`src/rtl/glip_fifo_pattern_tester.sv`:
```
// glip_fifo_pattern_tester: incrementing-sequence checker on fifo_in and burst generator on fifo_out.
// Optional input back-pressure via GLIP_PATTERN_TESTER_STALL_EN.
module glip_fifo_pattern_tester #(
    parameter int WIDTH      = 16,
    parameter int BURST_LEN  = 256,
    parameter int GAP_CYCLES = 16,
    parameter int CNT_WIDTH  = 32
) (
    input  logic                 clk,
    input  logic                 rst,
    input  logic [WIDTH-1:0]     fifo_in_data,
    input  logic                 fifo_in_valid,
    output logic                 fifo_in_ready,
    output logic [WIDTH-1:0]     fifo_out_data,
    output logic                 fifo_out_valid,
    input  logic                 fifo_out_ready,
    input  logic                 gen_en,
    output logic [CNT_WIDTH-1:0] rx_count,
    output logic [CNT_WIDTH-1:0] tx_count,
    output logic [CNT_WIDTH-1:0] err_count,
    output logic                 err_pulse,
    output logic                 synced
);
    localparam int BW = BURST_LEN > 1 ? $clog2(BURST_LEN) : 1;
    localparam int GW = GAP_CYCLES > 1 ? $clog2(GAP_CYCLES) : 1;
    localparam logic [BW-1:0] BEAT_LAST = BW'(BURST_LEN - 1);
    localparam logic [GW-1:0] GAP_LAST = GW'(GAP_CYCLES > 0 ? GAP_CYCLES - 1 : 0);

    typedef enum logic [1:0] {IDLE, BURST, GAP} state_t;

    logic                 ready_q, synced_q, err_pulse_q;
    logic [WIDTH-1:0]     expected_q;
    logic [CNT_WIDTH-1:0] rx_q, tx_q, err_q;
    logic                 in_acc, mismatch;

`ifdef GLIP_PATTERN_TESTER_STALL_EN
    logic [15:0] lfsr_q;

    // Fibonacci x^16+x^14+x^13+x^11+1, shifting right; ready drops when the low two bits are zero
    always_ff @(posedge clk) begin
        if (rst) begin
            lfsr_q  <= 16'hACE1;
            ready_q <= 1'b0;
        end else begin
            lfsr_q  <= {lfsr_q[0] ^ lfsr_q[2] ^ lfsr_q[3] ^ lfsr_q[5], lfsr_q[15:1]};
            ready_q <= |lfsr_q[1:0];
        end
    end
`else
    always_ff @(posedge clk) begin
        ready_q <= !rst;
    end
`endif

    assign in_acc   = fifo_in_valid & ready_q;
    assign mismatch = synced_q && (fifo_in_data != expected_q);

    always_ff @(posedge clk) begin
        if (rst) begin
            synced_q    <= 1'b0;
            err_pulse_q <= 1'b0;
            expected_q  <= '0;
            rx_q        <= '0;
            err_q       <= '0;
        end else begin
            err_pulse_q <= in_acc && mismatch;
            if (in_acc) begin
                synced_q   <= 1'b1;
                expected_q <= fifo_in_data + WIDTH'(1);
                if (!(&rx_q)) rx_q <= rx_q + CNT_WIDTH'(1);
                if (mismatch && !(&err_q)) err_q <= err_q + CNT_WIDTH'(1);
            end
        end
    end

    state_t           state_q, state_d;
    logic [WIDTH-1:0] value_q, value_d;
    logic [BW-1:0]    beat_q, beat_d;
    logic [GW-1:0]    gap_q, gap_d;
    logic             valid_q, out_acc;

    assign out_acc = valid_q & fifo_out_ready;

    always_comb begin
        state_d = state_q;
        value_d = value_q;
        beat_d  = beat_q;
        gap_d   = gap_q;
        case (state_q)
            IDLE: begin
                beat_d  = '0;
                state_d = gen_en ? BURST : IDLE;
            end
            BURST: begin
                if (out_acc) begin
                    value_d = value_q + WIDTH'(1);
                    beat_d  = beat_q + BW'(1);
                    if (beat_q == BEAT_LAST) begin
                        beat_d  = '0;
                        gap_d   = '0;
                        state_d = GAP_CYCLES > 0 ? GAP : (gen_en ? BURST : IDLE);
                    end
                end
            end
            GAP: begin
                gap_d = gap_q + GW'(1);
                if (gap_q == GAP_LAST) begin
                    beat_d  = '0;
                    state_d = gen_en ? BURST : IDLE;
                end
            end
            default: state_d = IDLE;
        endcase
    end

    always_ff @(posedge clk) begin
        if (rst) begin
            state_q <= IDLE;
            value_q <= '0;
            beat_q  <= '0;
            gap_q   <= '0;
            valid_q <= 1'b0;
            tx_q    <= '0;
        end else begin
            state_q <= state_d;
            value_q <= value_d;
            beat_q  <= beat_d;
            gap_q   <= gap_d;
            valid_q <= state_d == BURST;
            if (out_acc && !(&tx_q)) tx_q <= tx_q + CNT_WIDTH'(1);
        end
    end

    assign fifo_in_ready  = ready_q;
    assign fifo_out_data  = value_q;
    assign fifo_out_valid = valid_q;
    assign rx_count       = rx_q;
    assign tx_count       = tx_q;
    assign err_count      = err_q;
    assign err_pulse      = err_pulse_q;
    assign synced         = synced_q;
endmodule
```
`config.mk`:
```
export PLATFORM = sky130hd
export DESIGN_NAME = glip_fifo_pattern_tester
export DESIGN_NICKNAME = d
export VERILOG_FILES = /design/src/rtl/glip_fifo_pattern_tester.sv
export SDC_FILE = /design/constraint.sdc
export NUM_CORES = 1
export LEC_CHECK = 0
export CAP_MARGIN = 20
export CORE_MARGIN = 4
export CORE_UTILIZATION = 49
export CTS_BUF_LIST = sky130_fd_sc_hd__clkbuf_2
export DETAILED_ROUTE_END_ITERATION = 10
export PLACE_DENSITY = 0.78
export SYNTH_ARGS = -nofsm -noshare
export SYNTH_HDL_FRONTEND = slang
export SYNTH_SLANG_ARGS = --single-unit
```
`constraint.sdc`:
```
create_clock -name clk -period 2.25 [get_ports clk]
set_clock_uncertainty 0.1 [all_clocks]
set_input_delay 0.225 -clock clk [delete_from_list [all_inputs] [get_ports clk]]
set_output_delay 0.225 -clock clk [all_outputs]
set_load 0.05 [all_outputs]
```
==> reports/metrics.yaml <==
power_and_ir_drop:
  p_per_area_nw_per_um2: 459
  power_leakage_nw: 4.07
  power.total_mw: 4.42
  p_switching_mw: 1.17
  comb_power_share: 0.082
  ir_drop_uv: 556
  seqPwrFrac: 0.594
  p_int_mw: 3.25
  p_sw_frac: 0.266
  clock_power_share: 0.324
yosys:
  ys_ff_latch: 146
  synth_top_family_by_area: "simple AND/OR/NAND/NOR gates"
  yosysUniqueCellTypes: 56
  syn_area_um2: 7090
  ys_seq_area_frac: 0.412
  dominantRegCellSynth: "dfxtp_1"
  synth.mux.area_fraction: 0.0245
  syn-num-nets: 874
  async_reset_ff_frac: 0
  synth-simple-area-share: 0.316
  yosysWarnings: 0
  synth_compound_area_frac: 0.0887
  synth-adder-area-share: 0.0124
  synth-edff-count: 0
  avgSynthCellArea_um2: 8.38
  synth_xor_xnor_area_share: 0.119
  postSynthCellCount: 846
setup_path:
  worstPathArrival_ns: 2.76
  endpoint_kind: "flop"
  crit_type: "reg -> reg"
  crit_path_start_kind: "flop"
  path_max_fanout: 5
  critPathRequiredTime_ns: 2.81
die:
  core_area_um2: 14000
  die_width_um: 128
  pin_count: 137
  initial_utilization: 0.505
  die_y_um: 128
  core.rowCount: 43
  fp.dieArea_um2: 16500
routing:
  num_vias: 6912
  viasPerCell: 5.52
  drtIter0Drc: 349
  drc: 0
  dr.pass1.iters: 7
  final_antenna_net_count: 0
  wl_per_cell_um: 14.4
  routed_wirelength_um: 18100
sta:
  fmax_mhz: 455
  fin_crit_ns: 2.20
  slew_headroom: 0.567
  hold_ws_ns: 0.0802
  worst_slew_pin_slew_ns: 0.650
  setup-violations-final: 0
  finalHoldViolCount: 0
  slew_viol_final: 0
  rsz0062_at_grt: "true"
  period_share: 0.978
clocking:
  clkTransAtPathRegs_ns: 0.19
  htreeDepth: 4
  cts_sinks: 146
  clkLatencyLatePin_ns: 0.71
  cts_made_buffers: 17
  clockBufferDepth: 2
  clockRootBuffer: "clkbuf_2"
  cts_tree: "built"
grt:
  grt_pass1_wl_um: 29400
  antenna_found_initial: 0
  grt_overflow_total: 0
  grt.total_usage: 0.215
  grt_max_degree: 62
  grt_pass1_vias: 6272
place:
  dp_cells: 1215
  place_congestion: 0.809
  place.port_buffers: 136
  dpl-instance-area_um2: 9400
  dpl.hpwl_um: 13100
flow_run:
  drv_cap: 0
layout:
  fin_area_um2: 9620
  final_core_util: 0.685
  nNetsFinal: 1088
  n_antenna_cell: 0
  stdcell_count: 1253
  layout.cells.most_common: "nor2_1"
  area_growth_syn_to_layout_pct: 35.7
  final_cell_mix: "125 x nor2_1, 114 x dlygate4sd2_1, 93 x buf_4"
  layout-drive-gt1-share: 0.221
  fill_cells: 1207
outcome:
  status: "finished clean"
hold_path:
  hold_path_class: "in -> reg"
synthesized netlist by cell type (10+ instances only):
master	number	area share
a211oi_1	12	0.013
a21oi_1	37	0.026
and3_1	28	0.025
and4_1	10	0.012
clkbuf_1	30	0.016
dfxtp_1	146	0.41
inv_1	10	0.0053
mux2_2	10	0.016
nand2_1	53	0.028
nand3_1	54	0.038
nand4_1	46	0.041
nor2_1	125	0.066
nor2b_1	16	0.014
nor3_1	19	0.013
nor4_1	12	0.011
o21ai_0	28	0.020
or3_1	30	0.026
xnor2_1	28	0.035
xor2_1	68	0.084
power by group through the flow:
stage               sequential, mW  clock, mW  combinational (mW)
floorplan                     2.71          0               0.175
detailed placement            2.68          0               0.363
global route                  2.63       1.62               0.399
CTS                           2.62       1.47               0.360
global placement              2.68          0               0.359
finish                        2.62       1.43               0.363
timing repair:
action / 4_1_cts / 5_1_grt
hold endpoints to repair: 38 / 0
pin swaps: 0 / 7
buffers inserted: 0 / 4
resized for setup: 118 / 25
setup endpoints to repair: 130 / 39
gates cloned: 0 / 1
hold buffers: 1 / 0
logic make-up after synthesis:
| logic type | count (synthesis) |
|---|---|
| buf+inv | 46 |
| mux | 16 |
| compound gates | 104 |
| xor+xnor | 96 |
| simple gates | 431 |
| flops | 146 |
| fa+ha+maj | 7 |
routing by layer:
metal / track usage / routed length, um / up-vias
li1: - / - / 3468
met1: 0.284 / 8260 / 3261
met2: 0.352 / 8620 / 155
met3: 0.0525 / 905 / 28
met4: 0.0593 / 263 / 0
met5: 0 / 0 / -
final timing paths:
check,startpoint,to,slack (ns),depth (start not counted)
hold reg to reg,err_count[9],err_count[9],0.41,2
hold / removal,fifo_in_data[15],expected_q[15],0.08,3
setup / recovery,tx_count[5],tx_count[31],0.05,6
setup reg to reg,tx_count[5],tx_count[31],0.05,6
sequential cells by signal (all words and copies together) (netlist names):
name,flops
expected_q,16
tx_count,32
fifo_out_valid,1
gap_q,4
synced,1
rx_count,32
state_q,2
fifo_out_data,16
fifo_in_ready,1
beat_q,8
err_pulse,1
err_count,32
critical path, cell delays in order, from the launching register on:
cell and delay [ns]:
dfxtp_4 0.41, nand4_1 0.12, or3_4 0.36, or3b_4 0.39, or2_4 0.29, or3_4 0.37, a21oi_2 0.12
area by class of cell:
| class | count | area (um2) | area share |
|---|---|---|---|
| Clock buffer | 19 | 95.1 | 0.00988 |
| Clock inverter | 13 | 115 | 0.0120 |
| Inverter | 10 | 37.5 | 0.00390 |
| Multi-Input combinational cell | 655 | 4130 | 0.429 |
| Sequential cell | 146 | 3080 | 0.320 |
| Tap cell | 180 | 225 | 0.0234 |
| Timing Repair Buffer | 230 | 1940 | 0.202 |
through the flow:
step	setup TNS (ns)	worst slack [ns]
floorplan	-0.0000844	-0.0000844
global placement	-8.25	-0.335
detailed placement	-11.10	-0.430
CTS	0	0.00377
global route	-0.0461	-0.0327
finish	0	0.0500
Note: power is estimated with default switching activity, not from simulation.
